## config.mk

```make
export PLATFORM = sky130hd
export DESIGN_NAME = reg_bank_write_arbiter
export DESIGN_NICKNAME = d
export VERILOG_FILES = /design/src/rtl/reg_bank_write_arbiter.sv
export SDC_FILE = /design/constraint.sdc
export NUM_CORES = 1
export LEC_CHECK = 0
export BUFFER_PORTS_ARGS = -buffer_cell sky130_fd_sc_hd__buf_4
export CORE_MARGIN = 2
export CORE_UTILIZATION = 47
export DETAILED_ROUTE_END_ITERATION = 16
export GPL_TIMING_DRIVEN = 0
export PLACE_DENSITY = 0.81
export SKIP_CTS_REPAIR_TIMING = 1
export SLEW_MARGIN = 20
export SYNTH_ARGS = -nofsm -noshare
export SYNTH_HDL_FRONTEND = slang
export SYNTH_SLANG_ARGS = --single-unit
export TNS_END_PERCENT = 30
```

## constraint.sdc

```tcl
create_clock -name clk -period 2.05 [get_ports clk]
set_clock_uncertainty 0.15 [all_clocks]
set_input_delay 0.41 -clock clk [delete_from_list [all_inputs] [get_ports clk]]
set_output_delay 0.41 -clock clk [all_outputs]
set_load 0.01 [all_outputs]
```

## src/rtl/reg_bank_write_arbiter.sv

```systemverilog
// reg_bank_write_arbiter
//   Shares the single write port of the 32x32 register bank between two
//   writeback requesters: port 0 (ALU) and port 1 (memory load).
//   Port 0 has fixed priority. Port 1 is promoted after MAX_WAIT
//   consecutive lost-arbitration cycles. Bank write signals come from a
//   registered output stage.
//
// Parameters:
//   MAX_WAIT     - lost cycles before port 1 takes priority (1..15)
//   ZERO_DISCARD - 1: writes to r0 complete their handshake but never issue
//
// Optional feature macro: REG_BANK_ARB_FWD_EN
//   When defined, adds read-during-write forwarding ports
//   readReg1/2, bankData1/2 (in) and fwdData1/2 (out).
//
// Ports:
//   clk, reset          - clock; asynchronous active-high reset
//   stall               - bank unavailable, no grants
//   reqValidN/AddrN/DataN, reqReadyN - per-port valid/ready write request
//   writeReg/writeData/regWrite      - registered bank write port
//   grantId             - port that produced the current regWrite
module reg_bank_write_arbiter #(
    parameter int unsigned MAX_WAIT     = 4,
    parameter bit          ZERO_DISCARD = 1'b1
) (
    input  logic        clk,
    input  logic        reset,
    input  logic        stall,
    input  logic        reqValid0,
    input  logic [4:0]  reqAddr0,
    input  logic [31:0] reqData0,
    output logic        reqReady0,
    input  logic        reqValid1,
    input  logic [4:0]  reqAddr1,
    input  logic [31:0] reqData1,
    output logic        reqReady1,
`ifdef REG_BANK_ARB_FWD_EN
    input  logic [4:0]  readReg1,
    input  logic [4:0]  readReg2,
    input  logic [31:0] bankData1,
    input  logic [31:0] bankData2,
    output logic [31:0] fwdData1,
    output logic [31:0] fwdData2,
`endif
    output logic [4:0]  writeReg,
    output logic [31:0] writeData,
    output logic        regWrite,
    output logic        grantId
);

    localparam logic [3:0] MAX_WAIT_C = 4'(MAX_WAIT);

    logic [3:0]  waitCnt_q, waitCnt_d;
    logic [4:0]  writeReg_q, writeReg_d;
    logic [31:0] writeData_q, writeData_d;
    logic        regWrite_q, regWrite_d;
    logic        grantId_q, grantId_d;

    logic        promoted;
    logic        xfer0, xfer1;
    logic [4:0]  selAddr;
    logic [31:0] selData;
    logic        discard;

    assign promoted = (waitCnt_q >= MAX_WAIT_C);

    // Readiness depends only on valids, stall and the aging state so that
    // requesters never see ready toggle with address/data changes.
    always_comb begin
        reqReady0 = 1'b0;
        reqReady1 = 1'b0;
        if (!reset && !stall) begin
            reqReady0 = reqValid0 && (!reqValid1 || !promoted);
            reqReady1 = reqValid1 && (!reqValid0 || promoted);
        end
    end

    assign xfer0   = reqValid0 && reqReady0;
    assign xfer1   = reqValid1 && reqReady1;
    assign selAddr = xfer1 ? reqAddr1 : reqAddr0;
    assign selData = xfer1 ? reqData1 : reqData0;
    assign discard = ZERO_DISCARD && (selAddr == '0);

    always_comb begin
        waitCnt_d   = waitCnt_q;
        regWrite_d  = 1'b0;
        writeReg_d  = writeReg_q;
        writeData_d = writeData_q;
        grantId_d   = grantId_q;

        // Clearing takes precedence; otherwise count lost cycles, frozen in stall.
        if (xfer1 || !reqValid1) begin
            waitCnt_d = '0;
        end else if (!stall && (waitCnt_q < MAX_WAIT_C)) begin
            waitCnt_d = waitCnt_q + 4'd1;
        end

        if ((xfer0 || xfer1) && !discard) begin
            regWrite_d  = 1'b1;
            writeReg_d  = selAddr;
            writeData_d = selData;
            grantId_d   = xfer1;
        end
    end

    always_ff @(posedge clk or posedge reset) begin
        if (reset) begin
            waitCnt_q   <= '0;
            regWrite_q  <= 1'b0;
            writeReg_q  <= '0;
            writeData_q <= '0;
            grantId_q   <= 1'b0;
        end else begin
            waitCnt_q   <= waitCnt_d;
            regWrite_q  <= regWrite_d;
            writeReg_q  <= writeReg_d;
            writeData_q <= writeData_d;
            grantId_q   <= grantId_d;
        end
    end

    assign regWrite  = regWrite_q;
    assign writeReg  = writeReg_q;
    assign writeData = writeData_q;
    assign grantId   = grantId_q;

`ifdef REG_BANK_ARB_FWD_EN
    // Bypass the bank read with the value being written this cycle; r0 never forwards.
    assign fwdData1 = (regWrite_q && (writeReg_q == readReg1) && (writeReg_q != '0))
                      ? writeData_q : bankData1;
    assign fwdData2 = (regWrite_q && (writeReg_q == readReg2) && (writeReg_q != '0))
                      ? writeData_q : bankData2;
`endif

endmodule

```

==> flow_summary.json <==
{
  "outcome": "completed",
  "crit_type": "in2out",
  "p_switching_mw": 0.7465,
  "ys_seq_elements": 43,
  "slowest_stage": "or3b_4",
  "root_buffer": "clkbuf_8",
  "pin_count": 120,
  "cp_max_fo": 5,
  "drive_gt1_frac": 0.5812,
  "grt_max_degree": 25,
  "via_per_inst": 5.498,
  "period_minus_slack_ns": 2.043,
  "post-route-drc-count": 0,
  "comb_power_share": 0.332,
  "setup_viol_count_final": 0,
  "clock_sinks": 43,
  "ant_nets": 0,
  "post-route-util": 0.7334,
  "met2_length_mm": 3.461,
  "fin_setup_tns_ns": 0,
  "finalCritPeriodShare": 0.9964,
  "async_reset_ff_frac": 1.000,
  "required_ns": 1.49,
  "synth_area_per_cell_um2": 10.54,
  "met1_length_mm": 3.054,
  "synth_edf_count": 0,
  "dp_hpwl_mm": 5.241,
  "wl_met3_um": 518,
  "clk_path_buf_depth": 2,
  "cts-buffers-inserted": 5,
  "antenna_found_initial": 0,
  "intPower_mw": 1.734,
  "multi_input_area_mm2": 0.001260,
  "hold_violations": 0,
  "synth_area_leaders": "dfrtp_1, o211ai_2, o221a_2",
  "clk_pin_slew_worst_paths_ns": 0.08,
  "synth_ff_type": "dfrtp_1",
  "fmax_mhz": 489.6,
  "routed-via-count": 2485,
  "synth_cell_types": 32,
  "num-fill-cells": 385,
  "diodes": 0,
  "topRoutingLayerUsed": "met4",
  "drt_pass1_iterations": 6,
  "core-area_mm2": 0.005205,
  "p_clk_frac": 0.222,
  "grt_usage": 0.2350,
  "yosysTopAreaCellShare": 0.4185,
  "syn_area_mm2": 0.002571,
  "end_kind": "output port",
  "cp.arrival_ns": 1.48,
  "gp_congestion": 0.8348,
  "yosys_warnings": 0,
  "power.leakage_nw": 1.869,
  "synth-seq-area-share": 0.4185,
  "port_buffers": 119,
  "post_drt_wl_per_cell_um": 15.88,
  "yosys.area.top_type": "dfrtp_1",
  "hp-class": "in2reg",
  "slew_violations": 0,
  "place_inst": 434,
  "pwr-share-seq": 0.446,
  "crit_top_cell": "buf_6",
  "grt_pass1_vias": 2450,
  "start_kind": "input port",
  "critical_path.cell_chain": "buf_6 > or3b_4 > or2_4 > inv_4 > buf_8 > buf_6",
  "syn_inst": 244,
  "cts_tree": "built",
  "max_cap_viol_count": 0,
  "synthToLayoutAreaGrowth_pct": 48.47,
  "powerDensity_mw_per_mm2": 649.7,
  "critical-path-max-stage-delay_ns": 0.39,
  "grt_pass1_wl_mm": 11.55,
  "swShare": 0.3010,
  "synth_fp_nets": 324,
  "wl_mm": 7.176,
  "drtIter0Drc": 94,
  "yosys-top-cells-count": "dfrtp_1, inv_1, o21ai_0",
  "seqCellArea_mm2": 0.001077,
  "clk-insertion-delay-late_ns": 0.29,
  "rows": 26,
  "htreeDepth": 2,
  "nets": 462,
  "grt_remaining_overflow": 0,
  "die_area_mm2": 0.006079,
  "die_width_um": 77.97,
  "rsz0062_at_grt": "yes",
  "final_cells": 452,
  "die_height_um": 77.97,
  "yosysMostFrequentCell": "dfrtp_1",
  "start_util": 0.4940,
  "vdd_drop_max_mv": 0.3751,
  "worst_slew_pin_slew_ns": 0.4666,
  "relSlewSlack": 0.6885
}
## layout by cell type, fill, tap and decap left out, types with 2 or more instances in the layout
cell,netlist,final
and3_1,2,2
buf_2,11,9
buf_4,1,127
buf_6,4,9
clkbuf_1,7,6
clkbuf_8,0,6
dfrtp_1,43,42
inv_1,35,34
mux2i_1,3,3
nand2_1,2,2
nor2_1,8,7
o211a_1,3,3
o211ai_1,6,6
o211ai_2,29,29
o21ai_0,35,35
o221a_1,4,4
o221a_2,28,28
o22a_1,3,3
o2bb2ai_1,2,2
o31a_1,3,3
## area by class of cell
class / instances / share of cell area
Multi-Input combinational cell: 142 / 0.3301
Sequential cell: 43 / 0.2822
Timing Repair Buffer: 132 / 0.2675
Buffer: 22 / 0.03835
Inverter: 36 / 0.03605
Tap cell: 70 / 0.02294
Clock buffer: 6 / 0.02163
Clock inverter: 1 / 0.001311
## registers in the layout, indices dropped and copies added (netlist names)
name	cells
grantId	1
regWrite	1
waitCnt_q	4
writeData	32
writeReg	5
## stage by stage
stage / hold WS [ns] / cell area [um2] / total power, mW / setup WS (ns)
final: 0.2112 / 3817 / 2.480 / 0.007333
after global routing: 0.2057 / 3817 / 2.612 / -0.02735
after CTS: 0.004657 / 3670 / 2.482 / -0.5846
after detailed placement: 0.3270 / 3582 / 1.931 / -0.4399
after global placement: 0.3355 / 3562 / 1.902 / -0.4272
after floorplan: 0.3403 / 2581 / 1.505 / 0.003587
## power groups by stage
stage / clock [mW] / sequential, mW / combinational [mW]
2_1_floorplan: 0 / 1.17 / 0.336
4_1_cts: 0.563 / 1.10 / 0.814
5_1_grt: 0.594 / 1.12 / 0.895
3_5_place_dp: 0 / 1.12 / 0.813
6_report: 0.551 / 1.11 / 0.824
3_3_place_gp: 0 / 1.11 / 0.791
## logic make-up after synthesis
| group | count (synthesis) | share of synthesized area |
|---|---|---|
| AOI/OAI and AO/OA | 114 | 0.4092 |
| buffers and inverters | 59 | 0.1046 |
| xor gates and xnor gates | 1 | 0.003407 |
| and+or+nand+nor | 23 | 0.04769 |
| adders and majority gates | 1 | 0.004865 |
| muxes | 3 | 0.01168 |
| DFF | 43 | 0.4185 |
## worst paths after layout
check	startpoint	end	slack [ns]	cells after the start
max in group asynchronous	reset	waitCnt_q[3]$_DFFE_PP0P_	0.71	4
worst min-delay path	reqAddr0[2]	writeReg[2]$_DFFE_PP0P_	0.21	2
worst min register to register	writeReg[4]$_DFFE_PP0P_	writeReg[4]$_DFFE_PP0P_	0.36	1
min in group asynchronous	reset	writeReg[3]$_DFFE_PP0P_	0.54	3
worst max register to register	waitCnt_q[3]$_DFFE_PP0P_	writeData[22]$_DFFE_PP0P_	0.09	6
worst max-delay path	reset	reqReady1	0.007	6
## worst max-delay path, delay by kind of cell
family                 cells  cell delay, ns
buffers and inverters      4            0.38
and+or+nand+nor            2            0.68
## per-layer routing
| layer | GRT usage | vias up |
|---|---|---|
| li1 | - | 1194 |
| met1 | 0.3031 | 1177 |
| met2 | 0.3819 | 100 |
| met3 | 0.06395 | 14 |
| met4 | 0.07895 | 0 |
| met5 | 0 | - |
No activity file was read; power rests on OpenSTA's default activity.
